### config.mk
export PLATFORM = sky130hd
export DESIGN_NAME = sdram_burst_tester
export DESIGN_NICKNAME = d
export VERILOG_FILES = /design/src/rtl/sdram_burst_tester.sv
export SDC_FILE = /design/constraint.sdc
export NUM_CORES = 1
export LEC_CHECK = 0
export ABC_AREA = 1
export CELL_PAD_IN_SITES_DETAIL_PLACEMENT = 1
export CELL_PAD_IN_SITES_GLOBAL_PLACEMENT = 1
export CORE_MARGIN = 4
export CORE_UTILIZATION = 32
export CTS_CLUSTER_SIZE = 24
export DETAILED_ROUTE_END_ITERATION = 6
export PLACE_DENSITY_LB_ADDON = 0.1
export SETUP_SLACK_MARGIN = 0.3
export SLEW_MARGIN = 30
export SYNTH_ARGS = -nofsm -noshare
export SYNTH_HDL_FRONTEND = slang
export SYNTH_SLANG_ARGS = --single-unit
### constraint.sdc
create_clock -name clk -period 3.9 [get_ports clk]
set_input_delay 0.78 -clock clk [delete_from_list [all_inputs] [get_ports clk]]
set_output_delay 0.78 -clock clk [all_outputs]
set_load 0.02 [all_outputs]
### src/rtl/sdram_burst_tester.sv
// Avalon-MM burst master that writes a seeded incrementing pattern to the SDRAM
// controller, reads it back and reports mismatches.
module sdram_burst_tester #(
   parameter int unsigned        ADDR_W     = 25,
   parameter int unsigned        DATA_W     = 16,
   parameter int unsigned        BE_W       = DATA_W / 8,
   parameter int unsigned        BURST_W    = 7,
   parameter int unsigned        BURST_LEN  = 8,
   parameter int unsigned        NUM_BURSTS = 4,
   parameter logic [ADDR_W-1:0]  BASE_ADDR  = '0,
   parameter int unsigned        ERR_W      = 16
) (
   input  logic                clk,
   input  logic                rst,
   input  logic                start,
   input  logic [1:0]          mode,
   input  logic [DATA_W-1:0]   seed,
   output logic                busy,
   output logic                done,
   output logic                pass,
   output logic [ERR_W-1:0]    error_count,
   output logic [ADDR_W-1:0]   first_err_addr,
   output logic                protocol_err,
   output logic [ADDR_W-1:0]   dbus_address,
   output logic [DATA_W-1:0]   dbus_writedata,
   input  logic [DATA_W-1:0]   dbus_readdata,
   output logic [BE_W-1:0]     dbus_byteenable,
   output logic [BURST_W-1:0]  dbus_burstcount,
   output logic                dbus_read,
   output logic                dbus_write,
   input  logic                dbus_waitrequest,
   input  logic                dbus_readdatavalid
);

   localparam int unsigned K_W = $clog2(BURST_LEN + 1);
   localparam int unsigned B_W = $clog2(NUM_BURSTS + 1);
   localparam logic [K_W-1:0]    K_LAST      = K_W'(BURST_LEN - 1);
   localparam logic [B_W-1:0]    B_LAST      = B_W'(NUM_BURSTS - 1);
   localparam logic [ADDR_W-1:0] BURST_BYTES = ADDR_W'(BURST_LEN * BE_W);
   localparam logic [ADDR_W-1:0] BEAT_BYTES  = ADDR_W'(BE_W);

   typedef enum logic [2:0] {
      S_IDLE, S_WRITE, S_READ_CMD, S_READ_DATA, S_DONE
   } state_e;

   state_e              state_q, state_d;
   logic [B_W-1:0]      b_q, b_d;
   logic [K_W-1:0]      k_q, k_d;
   logic [DATA_W-1:0]   seed_q, seed_d;
   logic [1:0]          mode_q, mode_d;
   logic [ERR_W-1:0]    err_q, err_d;
   logic [ADDR_W-1:0]   ferr_q, ferr_d;
   logic                pass_q, pass_d;
   logic                perr_q, perr_d;
   logic                busy_q, busy_d;
   logic                done_q, done_d;
   logic                wr_q, wr_d;
   logic                rd_q, rd_d;
   logic [ADDR_W-1:0]   addr_q, addr_d;
   logic [DATA_W-1:0]   wdata_q, wdata_d;
   logic [BE_W-1:0]     be_q, be_d;
   logic [BURST_W-1:0]  bc_q, bc_d;

   function automatic logic [ADDR_W-1:0] burst_addr(input logic [B_W-1:0] b);
      return BASE_ADDR + ADDR_W'(b) * BURST_BYTES;
   endfunction

   function automatic logic [DATA_W-1:0] pattern(input logic [DATA_W-1:0] s,
                                                 input logic [B_W-1:0]    b,
                                                 input logic [K_W-1:0]    k);
      return s + DATA_W'(b) * DATA_W'(BURST_LEN) + DATA_W'(k);
   endfunction

   // Sequencer plus next values of every registered output
   always_comb begin
      state_d = state_q;
      b_d     = b_q;
      k_d     = k_q;
      seed_d  = seed_q;
      mode_d  = mode_q;
      err_d   = err_q;
      ferr_d  = ferr_q;
      pass_d  = pass_q;
      perr_d  = perr_q | (dbus_readdatavalid && (state_q != S_READ_DATA));

      case (state_q)
         S_IDLE: begin
            if (start) begin
               seed_d  = seed;
               mode_d  = mode;
               err_d   = '0;
               ferr_d  = '0;
               pass_d  = 1'b0;
               b_d     = '0;
               k_d     = '0;
               state_d = (mode == 2'd2) ? S_READ_CMD : S_WRITE;
            end
         end
         S_WRITE: begin
            if (wr_q && !dbus_waitrequest) begin
               if (k_q == K_LAST) begin
                  k_d = '0;
                  if (b_q == B_LAST) begin
                     b_d     = '0;
                     state_d = (mode_q == 2'd1) ? S_DONE : S_READ_CMD;
                  end else begin
                     b_d = b_q + B_W'(1);
                  end
               end else begin
                  k_d = k_q + K_W'(1);
               end
            end
         end
         S_READ_CMD: begin
            if (rd_q && !dbus_waitrequest) begin
               k_d     = '0;
               state_d = S_READ_DATA;
            end
         end
         S_READ_DATA: begin
            if (dbus_readdatavalid) begin
               if (dbus_readdata != pattern(seed_q, b_q, k_q)) begin
                  // error_count saturates, so zero means no mismatch seen yet
                  if (err_q == '0) begin
                     ferr_d = burst_addr(b_q) + ADDR_W'(k_q) * BEAT_BYTES;
                  end
                  if (err_q != '1) begin
                     err_d = err_q + ERR_W'(1);
                  end
               end
               if (k_q == K_LAST) begin
                  k_d = '0;
                  if (b_q == B_LAST) begin
                     b_d     = '0;
                     state_d = S_DONE;
                  end else begin
                     b_d     = b_q + B_W'(1);
                     state_d = S_READ_CMD;
                  end
               end else begin
                  k_d = k_q + K_W'(1);
               end
            end
         end
         S_DONE:  state_d = S_IDLE;
         default: state_d = S_IDLE;
      endcase

      if (state_d == S_DONE) begin
         pass_d = (err_d == '0);
      end
      busy_d  = (state_d == S_WRITE) || (state_d == S_READ_CMD) || (state_d == S_READ_DATA);
      done_d  = (state_d == S_DONE);
      wr_d    = (state_d == S_WRITE);
      rd_d    = (state_d == S_READ_CMD);
      addr_d  = (wr_d || rd_d) ? burst_addr(b_d) : '0;
      wdata_d = wr_d ? pattern(seed_d, b_d, k_d) : '0;
      be_d    = (wr_d || rd_d) ? '1 : '0;
      bc_d    = (wr_d || rd_d) ? BURST_W'(BURST_LEN) : '0;
   end

   always_ff @(posedge clk or negedge rst) begin
      if (!rst) begin
         state_q <= S_IDLE;
         b_q     <= '0;
         k_q     <= '0;
         seed_q  <= '0;
         mode_q  <= '0;
         err_q   <= '0;
         ferr_q  <= '0;
         pass_q  <= 1'b0;
         perr_q  <= 1'b0;
         busy_q  <= 1'b0;
         done_q  <= 1'b0;
         wr_q    <= 1'b0;
         rd_q    <= 1'b0;
         addr_q  <= '0;
         wdata_q <= '0;
         be_q    <= '0;
         bc_q    <= '0;
      end else begin
         state_q <= state_d;
         b_q     <= b_d;
         k_q     <= k_d;
         seed_q  <= seed_d;
         mode_q  <= mode_d;
         err_q   <= err_d;
         ferr_q  <= ferr_d;
         pass_q  <= pass_d;
         perr_q  <= perr_d;
         busy_q  <= busy_d;
         done_q  <= done_d;
         wr_q    <= wr_d;
         rd_q    <= rd_d;
         addr_q  <= addr_d;
         wdata_q <= wdata_d;
         be_q    <= be_d;
         bc_q    <= bc_d;
      end
   end

   assign busy            = busy_q;
   assign done            = done_q;
   assign pass            = pass_q;
   assign error_count     = err_q;
   assign first_err_addr  = ferr_q;
   assign protocol_err    = perr_q;
   assign dbus_address    = addr_q;
   assign dbus_writedata  = wdata_q;
   assign dbus_byteenable = be_q;
   assign dbus_burstcount = bc_q;
   assign dbus_read       = rd_q;
   assign dbus_write      = wr_q;

endmodule

==> reports/qor.yml <==
num_antenna_cells: 0
die_area_um2: 19400
routed_wirelength_um: 18200
critPathTopFamily: "compound AO/OA/AOI/OAI gates"
final_antenna_net_count: 0
max-vdd-ir-drop_mv: 0.299
htreeDepth: 3
die-width_um: 139
num_vias: 5390
slew_headroom_pct: 50.3
p_leak_nw: 3.85
clk_pin_slew_ps: 60
final_cell_mix: "nand2_1, inv_1, clkdlybuf4s50_1"
finalPower_mw: 4.77
stdcell_area_um2: 7520
post_drt_wl_per_cell_um: 15.9
ys_async_sr_fraction_pct: 100
drc_errors: 0
grt_pass1_vias: 5677
routabilityCongestion: 0.882
period_needed_ps: 3840
endpoint_kind: "flip-flop"
synth_edf_count: 0
synthesis.instances: 769
ioPinCount: 136
clock-sinks: 77
slowest_stage: "fa_1"
crit_path_max_fanout: 4
max_stage_delay_ps: 460
tightest_slew_ps: 738
final_common_cell: "nand2_1"
core_region_area_um2: 16700
path_cells: "clkdlybuf4s15_2, inv_4, nand2_4, a2111oi_4, o21ai_1, a21boi_2, fa_1, inv_2, ha_4, a21oi_2, nor2_1, o21ai_1, nand2_1, nand2_2, a21oi_2, and2_4, nand2_4, nor4_4, buf_4, buf_4, nor3_1"
yosys_warnings: 0
grt_overflow_total: 0
synthesis.area_um2: 5510
cts-root-buf: "clkbuf_16"
post-route-period-util_pct: 98.5
multi_input_area_um2: 3120
fin_worst_skew_ps: 12.6
max_cap_viol_count: 0
gr-usage-all-layers_pct: 18.5
ys_seq_area_share_pct: 35.0
first_pass_iters: 4
synth_area_per_cell_um2: 7.16
start_util_pct: 33.0
area_delta_synth_final_pct: 36.4
criticalPathCategory: "input port to flip-flop"
status: "completed"
placementRows: 47
seq_area_um2: 1930
synth_cell_types: 41
antenna_found_initial: 0
numPortBuffers: 89
place_area_um2: 6840
drive_gt1_share_pct: 16.8
vias_per_cell: 4.72
fmax_mhz: 260
fillers: 2084
dp_hpwl_um: 14000
holdBufCountCts: 0
slew_violations: 0
dominantRegCellSynth: "dfrtp_1"
grt_pass1_wl_um: 29000
worstSetupStartpointType: "input port"
cts_tree: "built"
setup_viol: 0
fin_nets: 989
cts.path.max_buffers: 2
report.final.hold_viol_count: 0
synth_seq_cells: 77
min_path_type: "input port to async pin"
cts_buffers: 9
clk_latency_ps: 350
crit_arrival_ps: 4090
required_ps: 4150
rsz0062_at_grt: "yes"
dieHeight_um: 139
crit_buf_inv: 5
p_per_area_nw_per_um2: 634
drtIter0Drc: 227
grt_start_max_net_pins: 78
==> power breakdown <==
part	total [mW]	switching, mW	leakage, nW	internal [mW]
registers	1.23	0.200	0.995	1.03
logic	2.75	1.63	2.73	1.12
clock network	0.787	0.344	0.127	0.443
total	4.77	2.17	3.85	2.60
==> cell type report <==
class | instances | area share (%)
clock buffer | 11 | 3.23
clock inverter | 4 | 0.333
inverter | 122 | 6.19
multi-input combinational | 551 | 41.6
sequential | 77 | 25.7
tap | 220 | 3.66
timing repair buffer | 157 | 19.4
==> stage by stage <==
stage / instances / worst slack [ps] / TNS (ps) / hold WS, ps / utilization, %
after floorplan: 814 / 140 / 0 / 454 / -
after global placement: 1102 / -608 / -3590 / 475 / 40.9
after detailed placement: 1102 / -698 / -4460 / 482 / 41.0
after CTS: 1135 / 179 / 0 / 499 / 43.8
after global routing: 1142 / -196 / -981 / 523 / 45.0
final: 1142 / 56.6 / 0 / 463 / 45.0
==> logic make-up (layout without fill, tap and decap cells) <==
family	count (synthesis)	after routing	share of synthesized area [%]
simple gates	381	381	30.0
buf+inv	186	294	16.4
flops	77	77	35.0
compound gates	76	76	7.95
fa+ha+maj	32	32	7.81
xor+xnor	14	14	2.48
mux	2	2	0.363
other cells	1	46	0.0681
==> layer usage <==
metal / wire length [um] / vias to the layer above / track usage, %
li1: - / 2665 / -
met1: 8770 / 2595 / 25.6
met2: 8520 / 121 / 30.4
met3: 751 / 9 / 3.05
met4: 146 / 0 / 4.27
met5: 0 / - / 0
==> synthesized netlist by cell type, types with 2 or more instances <==
master	number	area (um2)
nor4_1	5	31.3
o31ai_1	5	37.5
ha_1	28	350
nor2_2	2	12.5
nand3_1	65	325
xnor2_1	9	78.8
o21bai_1	3	22.5
inv_1	122	458
nand4_1	23	144
buf_4	50	375
xor2_1	4	35.0
o21a_1	2	15.0
buf_2	8	40.0
a21oi_1	22	110
o21ai_0	34	170
nor3_1	12	60.1
mux2i_1	2	20.0
nor2_1	60	225
fa_1	4	80.1
nand2_2	4	25.0
nand2_1	199	747
nand3b_1	5	37.5
or2_2	3	18.8
clkbuf_1	5	18.8
dfrtp_1	77	1930
==> registers in the layout, indices dropped and copies added (netlist names) <==
name             flops
busy                 1
mode_q               2
done                 1
first_err_addr       7
protocol_err         1
dbus_read            1
dbus_address         3
pass                 1
dbus_write           1
error_count         16
state_q              3
dbus_writedata      16
dbus_byteenable      1
b_q                  3
k_q                  4
seed_q              16
==> final timing paths <==
kind                                        start                      endpoint  slack, ps  cells past startpoint
max                              dbus_waitrequest  dbus_writedata[12]$_DFF_PN0_         60                     21
max in group asynchronous                     rst              k_q[3]$_DFF_PN0_       2890                      1
min in group clk           protocol_err$_DFF_PN0_        protocol_err$_DFF_PN0_        490                      1
max reg2reg                  state_q[2]$_DFF_PN0_  dbus_writedata[14]$_DFF_PN0_         60                     23
min reg2reg                protocol_err$_DFF_PN0_        protocol_err$_DFF_PN0_        490                      1
min                                           rst          seed_q[15]$_DFF_PN0_        460                      1
==> repair_timing <==
action | CTS | global route
cloned | 0 | 0
setup endpoints to repair | 12 | 17
resized for setup | 36 | 34
pin swaps | 25 | 8
setup buffers | 18 | 7
Power figures use the tool's default switching activity.
